File: src/rtl/client_axis_tx.sv
// -----------------------------------------------------------------------------
// client_axis_tx
//
// Buffers addends pushed by a client and replays them as an AXI-Stream
// transaction. Each addend is zero-extended to the stream width. The addend
// flagged with tlast closes the transaction: once that beat is accepted the
// block parks in DONE until the client pulses client_restart.
//
// Widths normally come from static_params.vh (DATAW, AXIS_MAX_DATAW). Local
// defaults (128 / 512) are used when those macros are not already defined.
//
// Optional feature: define CLIENT_SENT_SUM_EN to add client_sent_sum, a
// modulo-2^DATAW running sum of the addends carried by accepted beats.
//
// Parameters
//   FIFO_DEPTH     addend buffer entries (power of two, >= 2)
//
// Ports
//   clk                           sole clock, all state on posedge
//   rst                           synchronous active-high reset
//   client_tdata_in   [DATAW]     addend to send
//   client_tlast_in               marks final addend of the transaction
//   client_valid_in               push request
//   client_ready_out              buffer can accept a push
//   client_restart                single-cycle pulse, leaves DONE
//   axis_client_interface_tvalid  stream data valid
//   axis_client_interface_tlast   final beat
//   axis_client_interface_tdata   stream data [AXIS_MAX_DATAW]
//   axis_client_interface_tready  receiver ready
//   client_sent_count [16]        beats accepted since reset/restart
//   client_sent_sum   [DATAW]     (CLIENT_SENT_SUM_EN only) sum of sent addends
// -----------------------------------------------------------------------------
`ifndef DATAW
`define DATAW 128
`endif
`ifndef AXIS_MAX_DATAW
`define AXIS_MAX_DATAW 512
`endif

module client_axis_tx #(
   parameter int FIFO_DEPTH = 16
) (
   input  logic                       clk,
   input  logic                       rst,
   input  logic [`DATAW-1:0]          client_tdata_in,
   input  logic                       client_tlast_in,
   input  logic                       client_valid_in,
   output logic                       client_ready_out,
   input  logic                       client_restart,
   output logic                       axis_client_interface_tvalid,
   output logic                       axis_client_interface_tlast,
   output logic [`AXIS_MAX_DATAW-1:0] axis_client_interface_tdata,
   input  logic                       axis_client_interface_tready,
   output logic [15:0]                client_sent_count
`ifdef CLIENT_SENT_SUM_EN
   ,
   output logic [`DATAW-1:0]          client_sent_sum
`endif
);

   localparam int DW   = `DATAW;
   localparam int AXW  = `AXIS_MAX_DATAW;
   localparam int PTRW = $clog2(FIFO_DEPTH);
   localparam int CNTW = PTRW + 1;
   localparam int OCCW = CNTW + 1;

   localparam logic [PTRW-1:0] PTR_ONE = PTRW'(1);
   localparam logic [CNTW-1:0] CNT_ONE = CNTW'(1);
   localparam logic [OCCW-1:0] OCC_MAX = OCCW'(FIFO_DEPTH);

   typedef enum logic [1:0] {
      ST_IDLE = 2'd0,
      ST_SEND = 2'd1,
      ST_DONE = 2'd2
   } state_e;

   // Each entry stores {tlast, addend}.
   logic [DW:0]     fifo_mem [FIFO_DEPTH];

   state_e          state_q,     state_d;
   logic [PTRW-1:0] wr_ptr_q,    wr_ptr_d;
   logic [PTRW-1:0] rd_ptr_q,    rd_ptr_d;
   logic [CNTW-1:0] fifo_cnt_q,  fifo_cnt_d;
   logic            out_valid_q, out_valid_d;
   logic            out_last_q,  out_last_d;
   logic [DW-1:0]   out_data_q,  out_data_d;
   logic            last_pend_q, last_pend_d;
   logic            ready_q,     ready_d;
   logic [15:0]     sent_cnt_q,  sent_cnt_d;
`ifdef CLIENT_SENT_SUM_EN
   logic [DW-1:0]   sum_q,       sum_d;
`endif

   logic            push_s;
   logic            hs_s;
   logic            load_s;
   logic            restart_s;
   logic [OCCW-1:0] occ_d_s;

   // Next-state, datapath and FSM decisions for every register.
   always_comb begin
      push_s    = client_valid_in && ready_q;
      hs_s      = out_valid_q && axis_client_interface_tready;
      restart_s = client_restart && (state_q == ST_DONE);
      // The output register refills from the FIFO head when it is empty or
      // its current beat is leaving; nothing follows a tlast beat.
      load_s    = (fifo_cnt_q != {CNTW{1'b0}}) && (state_q != ST_DONE) &&
                  (!out_valid_q || (hs_s && !out_last_q));

      state_d     = state_q;
      wr_ptr_d    = wr_ptr_q;
      rd_ptr_d    = rd_ptr_q;
      fifo_cnt_d  = fifo_cnt_q;
      out_valid_d = out_valid_q;
      out_last_d  = out_last_q;
      out_data_d  = out_data_q;
      last_pend_d = last_pend_q;
      sent_cnt_d  = sent_cnt_q;
`ifdef CLIENT_SENT_SUM_EN
      sum_d       = sum_q;
`endif

      if (push_s) begin
         wr_ptr_d = wr_ptr_q + PTR_ONE;
      end else begin
         wr_ptr_d = wr_ptr_q;
      end

      if (load_s) begin
         rd_ptr_d = rd_ptr_q + PTR_ONE;
      end else begin
         rd_ptr_d = rd_ptr_q;
      end

      case ({push_s, load_s})
         2'b10:   fifo_cnt_d = fifo_cnt_q + CNT_ONE;
         2'b01:   fifo_cnt_d = fifo_cnt_q - CNT_ONE;
         default: fifo_cnt_d = fifo_cnt_q;
      endcase

      // Beats only change on load or departure, so they stay stable while stalled.
      if (load_s) begin
         out_valid_d = 1'b1;
         out_last_d  = fifo_mem[rd_ptr_q][DW];
         out_data_d  = fifo_mem[rd_ptr_q][DW-1:0];
      end else if (hs_s) begin
         out_valid_d = 1'b0;
         out_last_d  = 1'b0;
         out_data_d  = {DW{1'b0}};
      end else begin
         out_valid_d = out_valid_q;
         out_last_d  = out_last_q;
         out_data_d  = out_data_q;
      end

      case (state_q)
         ST_IDLE: begin
            if (load_s) begin
               state_d = ST_SEND;
            end else begin
               state_d = ST_IDLE;
            end
         end
         ST_SEND: begin
            if (hs_s && out_last_q) begin
               state_d = ST_DONE;
            end else if (hs_s && !load_s) begin
               state_d = ST_IDLE;
            end else begin
               state_d = ST_SEND;
            end
         end
         ST_DONE: begin
            if (restart_s) begin
               state_d = ST_IDLE;
            end else begin
               state_d = ST_DONE;
            end
         end
         default: state_d = ST_IDLE;
      endcase

      // Once a tlast addend is accepted the transaction is closed to new pushes.
      if (restart_s) begin
         last_pend_d = 1'b0;
      end else if (push_s && client_tlast_in) begin
         last_pend_d = 1'b1;
      end else begin
         last_pend_d = last_pend_q;
      end

      if (restart_s) begin
         sent_cnt_d = 16'd0;
      end else if (hs_s && (sent_cnt_q != 16'hFFFF)) begin
         sent_cnt_d = sent_cnt_q + 16'd1;
      end else begin
         sent_cnt_d = sent_cnt_q;
      end

`ifdef CLIENT_SENT_SUM_EN
      if (restart_s) begin
         sum_d = {DW{1'b0}};
      end else if (hs_s) begin
         sum_d = sum_q + out_data_q;
      end else begin
         sum_d = sum_q;
      end
`endif

      // Occupancy counts the output register too, so FIFO_DEPTH addends in
      // total can be outstanding. Ready is registered: a pop frees space for
      // the following cycle, never the same one.
      occ_d_s = OCCW'(fifo_cnt_d) + OCCW'(out_valid_d);
      ready_d = (state_d != ST_DONE) && !last_pend_d && (occ_d_s < OCC_MAX);
   end

   // Addend storage; stale entries are unreachable once the pointers reset.
   always_ff @(posedge clk) begin
      if (push_s) begin
         fifo_mem[wr_ptr_q] <= {client_tlast_in, client_tdata_in};
      end
   end

   // Control and output registers with synchronous reset.
   always_ff @(posedge clk) begin
      if (rst) begin
         state_q     <= ST_IDLE;
         wr_ptr_q    <= {PTRW{1'b0}};
         rd_ptr_q    <= {PTRW{1'b0}};
         fifo_cnt_q  <= {CNTW{1'b0}};
         out_valid_q <= 1'b0;
         out_last_q  <= 1'b0;
         out_data_q  <= {DW{1'b0}};
         last_pend_q <= 1'b0;
         ready_q     <= 1'b0;
         sent_cnt_q  <= 16'd0;
`ifdef CLIENT_SENT_SUM_EN
         sum_q       <= {DW{1'b0}};
`endif
      end else begin
         state_q     <= state_d;
         wr_ptr_q    <= wr_ptr_d;
         rd_ptr_q    <= rd_ptr_d;
         fifo_cnt_q  <= fifo_cnt_d;
         out_valid_q <= out_valid_d;
         out_last_q  <= out_last_d;
         out_data_q  <= out_data_d;
         last_pend_q <= last_pend_d;
         ready_q     <= ready_d;
         sent_cnt_q  <= sent_cnt_d;
`ifdef CLIENT_SENT_SUM_EN
         sum_q       <= sum_d;
`endif
      end
   end

   assign client_ready_out             = ready_q;
   assign axis_client_interface_tvalid = out_valid_q;
   assign axis_client_interface_tlast  = out_last_q;
   assign axis_client_interface_tdata  = AXW'(out_data_q);
   assign client_sent_count            = sent_cnt_q;
`ifdef CLIENT_SENT_SUM_EN
   assign client_sent_sum              = sum_q;
`endif

endmodule

File: config.mk
export PLATFORM = sky130hd
export DESIGN_NAME = client_axis_tx
export DESIGN_NICKNAME = d
export VERILOG_FILES = /design/src/rtl/client_axis_tx.sv
export SDC_FILE = /design/constraint.sdc
export NUM_CORES = 2
export LEC_CHECK = 0
export ABC_AREA = 1
export CORE_MARGIN = 1.5
export CORE_UTILIZATION = 43
export CTS_CLUSTER_SIZE = 12
export DETAILED_ROUTE_END_ITERATION = 6
export PLACE_DENSITY_LB_ADDON = 0.1
export SLEW_MARGIN = 20
export SYNTH_ARGS = -nofsm -noshare
export SYNTH_HDL_FRONTEND = slang
export SYNTH_SLANG_ARGS = --single-unit
export TNS_END_PERCENT = 1
File: constraint.sdc
create_clock -name clk -period 22.3 [get_ports clk]
set_input_delay 4.46 -clock clk [delete_from_list [all_inputs] [get_ports clk]]
set_output_delay 4.46 -clock clk [all_outputs]
set_load 0.03 [all_outputs]
======== After elaboration in Yosys (flattened, before gate mapping) ========
Memories as Yosys holds them, arrays and structs flattened. A register that Yosys moved wholly into a read port is not among the register bits.
Cells that the tools add are included.
word-level totals
  ROM bits ................................ 0
  bits in registers ....................... 163
  memories kept ........................... 1
  latch bits .............................. 0
  RAM bits ................................ 2064
  input bits .............................. 134
memories
  memory    depth  bits a word  rd ports  clocked after Yosys merged registers in  write ports  RTL line  RTL
  fifo_mem  16     129          1         1                                        1            78        logic [DW:0] fifo_mem [FIFO_DEPTH];
operators by class
  equality and inequality tests ........... 7
  reduce and logical (&&, ||, !) cells .... 21
  bitwise operators ....................... 0
  magnitude comparators ................... 1
  div/mod/pow operators ................... 0
  $add $sub $neg .......................... 6
  multiply operators ...................... 0
  mux-type cells .......................... 18
  shift operators ......................... 0
operator list
  cell                   count
  $mux 128               2
  $add 16x1->16 const B  1
  $ne 16x16->1 const B   1
  $logic_and 1x1->1      12
  $mux 1                 10
  $pmux 5 s2             1
  $add 4x1->4 const B    2
  $mux 4                 2
  $add 5x1->6            1
  $lt 6x5->1 const B     1
  $pmux 2 s3             1
  $add 5x1->5 const B    1
  $reduce_bool 5->1      1
  $sub 5x1->5 const B    1
  $eq 2x1->1 const B     2
  $eq 2x2->1 const B     2
  $logic_not 1->1        4
  $mux 2                 2
  $ne 2x2->1 const B     2
  $logic_not 2->1        1
  $reduce_bool 2->1      1
  $reduce_or 2->1        1
  $logic_or 1x1->1       1

======== Logic depth before layout (Yosys ltp) ========
  word-level depth ........................ 12
  depth in mapped cells ................... 21
  mapped depth without buffers ............ 20

======== Least setup slack after synthesis ========
OpenSTA, ideal clock, no wires.
  path kind ............................... input-to-reg
  start ................................... input client_valid_in
  end ..................................... memory fifo_mem[11][0] (netlist name), enable pin
  arrival ................................. 10.238 ns
  path slack .............................. 11.443 ns
  library setup time ...................... 0.619 ns
  path buffers ............................ 0
  stages on the path ...................... 4
  path through ............................ nand2_1 inv_1 nand3_1 nor2_1
between the ends
  word-level cells in the longest chain between the ends .. 3
RTL lines
  element                       RTL line  RTL
  from (decl)                   47        input logic client_valid_in,
  $logic_and 1x1->1             102       push_s = client_valid_in && ready_q;
  $mux 1                        219       if (push_s) begin
  $mux 1 (implied by the code)  220       fifo_mem[wr_ptr_q] <= {client_tlast_in, client_tdata_in};
  to (decl)                     78
Every way passes these cells.

======== Worst setup path in the final report ========
  start ................................... input client_valid_in
  end ..................................... memory fifo_mem[14][66] (netlist name), enable pin
The elaborated chain is that of the path after synthesis.

==> out/qor.csv <==
stage;metric;value;unit
logic_synthesis;XOR/XNOR Fraction of Synth Area;0.1053;%
final_layout;area grow syn2layout;11.57;%
setup_path;end of the worst register-to-register path;out_data_q[61];
drt;vias;57329;
final_layout;final core occ;48.20;%
power;logic gate share of total power;28.7;%
logic_synthesis;multiplexer share of the synthesized area;0.01094;%
timing;Min Hold Slack;418.2;ps
logic_synthesis;number of synthesized flops with an enable pin;2064;
cts;Num CTS Buffers;232;
setup_path;data arrival time of the critical path;8450;ps
final_layout;nets;8057;
power;Reg power frac;40.8;%
setup_path;R2R setup slack;16850;ps
logic_synthesis;largest cells by area after synthesis;edfxtp_1, nand3_1, nand2_1;
logic_synthesis;sequential-to-total area share from yosys stat;71.37;%
drt;drt via density;5.240;
logic_synthesis;post-synth top area cell;edfxtp_1;
power;Power Internal;7.911;mW
global_route;largest net degree at the start of global routing;190;
logic_synthesis;Synth Area in Compound Gates;0.8885;%
placed_design;Area after DPL;94780;um2
logic_synthesis;Mapped Cells;7782;
floorplan;DIE HEIGHT;464.4;um
timing;total negative slack;0;ps
cts;CTS resizes;0;
setup_path;crit path kind;input port to register;
placed_design;PortBufs;280;
cts;H-tree depth;4;
cts;clock tree buffer depth;3;
hold_path;Hold Startpoint;state_q[1];
cts;Post-CTS Hold Fix Bufs;0;
drt;final wirelength;247700;um
final_layout;Non-Filler Instances;10941;
timing;fmax;125.5;MHz
setup_path;crit path from;client_valid_in;
power;sw frac;35.16;%
timing;RSZ-0062 raised after global routing;no;
timing;normalized max-slew margin;14.79;%
cts;CTS clk-pin slew, worst paths;60;ps
timing;Clock Skews;30.42;ps
power;Clock Power Share;30.5;%
floorplan;DIE AREA;215600;um2
job;Max-Cap Viols;0;
timing;Worst-Margin Slew;1278;ps
cts;clk sink count;2231;
floorplan;core area;211900;um2
global_route;GR Util All Layers;22.57;%
logic_synthesis;Synth top area share;67.71;%
cts;Post-CTS Setup Bufs;0;
setup_path;CP required;22780;ps
logic_synthesis;top-count cell post-synth;nand2_1;
final_layout;final instance area;102100;um2
drt;Detail Route Antenna Nets;0;
logic_synthesis;Yosys warning count;0;
power;Max VDD drop;0.0001442;V
logic_synthesis;synth unique cells;33;
placed_design;DPL Wire Length;123000;um
drt;DR pass1 iterations;6;
logic_synthesis;cell area after synthesis;91530;um2
run_status;outcome;complete, no violations;
timing;Final Cycle Share;35.74;%
final_layout;share of post-route cells with drive strength above 1;6.827;%
hold_path;Worst Hold Depth;1;
logic_synthesis;adder-cell share of the synthesized area;0.1367;%
timing;Period minus WS final;7970;ps
global_route;global-route wire length before repair;366400;um
floorplan;die extent in x;464.4;um
hold_path;Min-Delay Endpoint;state_q[0];
timing;Final Hold Viols;0;
cts;root buffer cell;clkbuf_16;
logic_synthesis;largest family of logic cells by synthesized area;simple AND/OR/NAND/NOR gates;
cts;CTS tree;built;
global_route;initial antenna violation count;20;
floorplan;row count;169;
setup_path;Startpoint Class;input port;
power;pwr/cell area;119.5;nW/um2
drt;remaining routing DRC violations;0;
timing;endpoints failing setup;0;
global_route;grt ovf;0;
power;NetSw;4.290;mW
logic_synthesis;Main synth FF type;edfxtp_1;
global_route;vias in the first global route;54238;
final_layout;number of fill cells;18908;
logic_synthesis;asr flop ratio synth;0;%
setup_path;Max FO, Critical Path;41;
setup_path;Critical Path Sink Type;register;
drt;DR iter-0 viols;4833;
floorplan;starting density of the core;43.20;%
logic_synthesis;simple-gate share of the synthesized area;20.83;%
placed_design;gp weighted congestion;0.7740;
timing;fin. max-slew vios;0;
power;LEAKAGE;36.35;nW
logic_synthesis;most common library cells after synthesis;nand2_1, edfxtp_1, nand3_1;
hold_path;worst hold path type;register to register;
floorplan;I/O pins;665;
logic_synthesis;Avg Synthesized Cell Area;11.76;um2
placed_design;Inst Count DP;10498;
setup_path;R2R depth;11;
drt;DR WL/cell;22.64;um
logic_synthesis;Yosys reg bits;2231;
cts;insertion delay to the later sink of the worst-skew pair;870;ps
## layer usage
layer	part of all wire [%]	GRT usage (%)	vias up	wire (um)
li1	-	-	26700	-
met1	45	32.28	28484	112100
met2	47	36.32	1802	116200
met3	5.7	3.143	331	14090
met4	2.1	5.744	12	5272
met5	0.034	0	-	83
## state kept, by name, summed over array words and instances (netlist names), 2 cells and up, named ones only
| signal | flops |
|---|---|
| fifo_cnt_q | 5 |
| wr_ptr_q | 4 |
| client_sent_count | 16 |
| rd_ptr_q | 4 |
| out_data_q | 128 |
| state_q | 2 |
| fifo_mem | 2064 |
## area by class of cell
| cell class | instances | area (um2) | share of cell area, % |
|---|---|---|---|
| Clock buffer | 357 | 6700 | 6.561 |
| Clock inverter | 79 | 585.6 | 0.5734 |
| Timing Repair Buffer | 374 | 3695 | 3.618 |
| Inverter | 148 | 593.1 | 0.5807 |
| Antenna cell | 5 | 12.51 | 0.01225 |
| Tap cell | 2821 | 3530 | 3.456 |
| Sequential cell | 2231 | 65340 | 63.98 |
| Multi-Input combinational cell | 4926 | 21670 | 21.22 |
## through the flow
| stage | setup slack (ps) | total power, mW |
|---|---|---|
| CTS | 14300 | 12.32 |
| global placement | 13390 | 8.587 |
| floorplan | 11440 | 7.530 |
| finish | 14330 | 12.20 |
| global route | 14060 | 12.82 |
| detailed placement | 13360 | 8.600 |
## cell families (layout without fill, tap and decap cells)
group | count (synthesis) | count (layout)
compound gates | 162 | 162
xor+xnor | 11 | 11
fa+ha+maj | 10 | 10
buf+inv | 1008 | 958
flops | 2231 | 2231
mux | 1 | 1
other cells | 1 | 389
simple gates | 4358 | 4358
## power by group through the flow
stage | Combinational [mW] | Sequential (mW) | Clock (mW)
3_3_place_gp | 3.51 | 5.08 | 0
6_report | 3.50 | 4.98 | 3.72
5_1_grt | 3.87 | 5.00 | 3.95
2_1_floorplan | 2.34 | 5.19 | 0
3_5_place_dp | 3.53 | 5.07 | 0
4_1_cts | 3.54 | 4.99 | 3.79
## cell usage in the layout (no fill, tap or decap), types with 7 or more instances in the layout
master / n
nor2_1: 37
nand2_1: 2278
clkinv_2: 31
nand3_1: 1895
edfxtp_1: 2064
xnor2_1: 7
clkbuf_8: 35
dfxtp_1: 163
conb_1: 384
o21ai_0: 9
buf_12: 13
buf_4: 80
inv_1: 143
clkdlybuf4s50_1: 279
clkbuf_16: 236
nor2_4: 17
or2_2: 112
ha_1: 10
clkbuf_1: 87
clkinv_1: 30
a21oi_1: 151
## critical path, cell delays in order
cell             delay [ps]
clkdlybuf4s50_1         460
nand2_1                 220
inv_1                   280
nand2_1                 280
nor2_4                  680
buf_4                   620
buf_4                   620
buf_4                   740
## worst max-delay path by stage
stage | end | slack [ps] | cells past startpoint
finish | fifo_mem[14][66] | 14330 | 8
global placement | fifo_mem[14][63] | 13390 | 8
global route | fifo_mem[14][66] | 14060 | 8
CTS | fifo_mem[14][69] | 14300 | 8
floorplan | fifo_mem[11][0] | 11440 | 4
detailed placement | fifo_mem[14][76] | 13360 | 8
No activity file was read; power rests on OpenSTA's default activity.
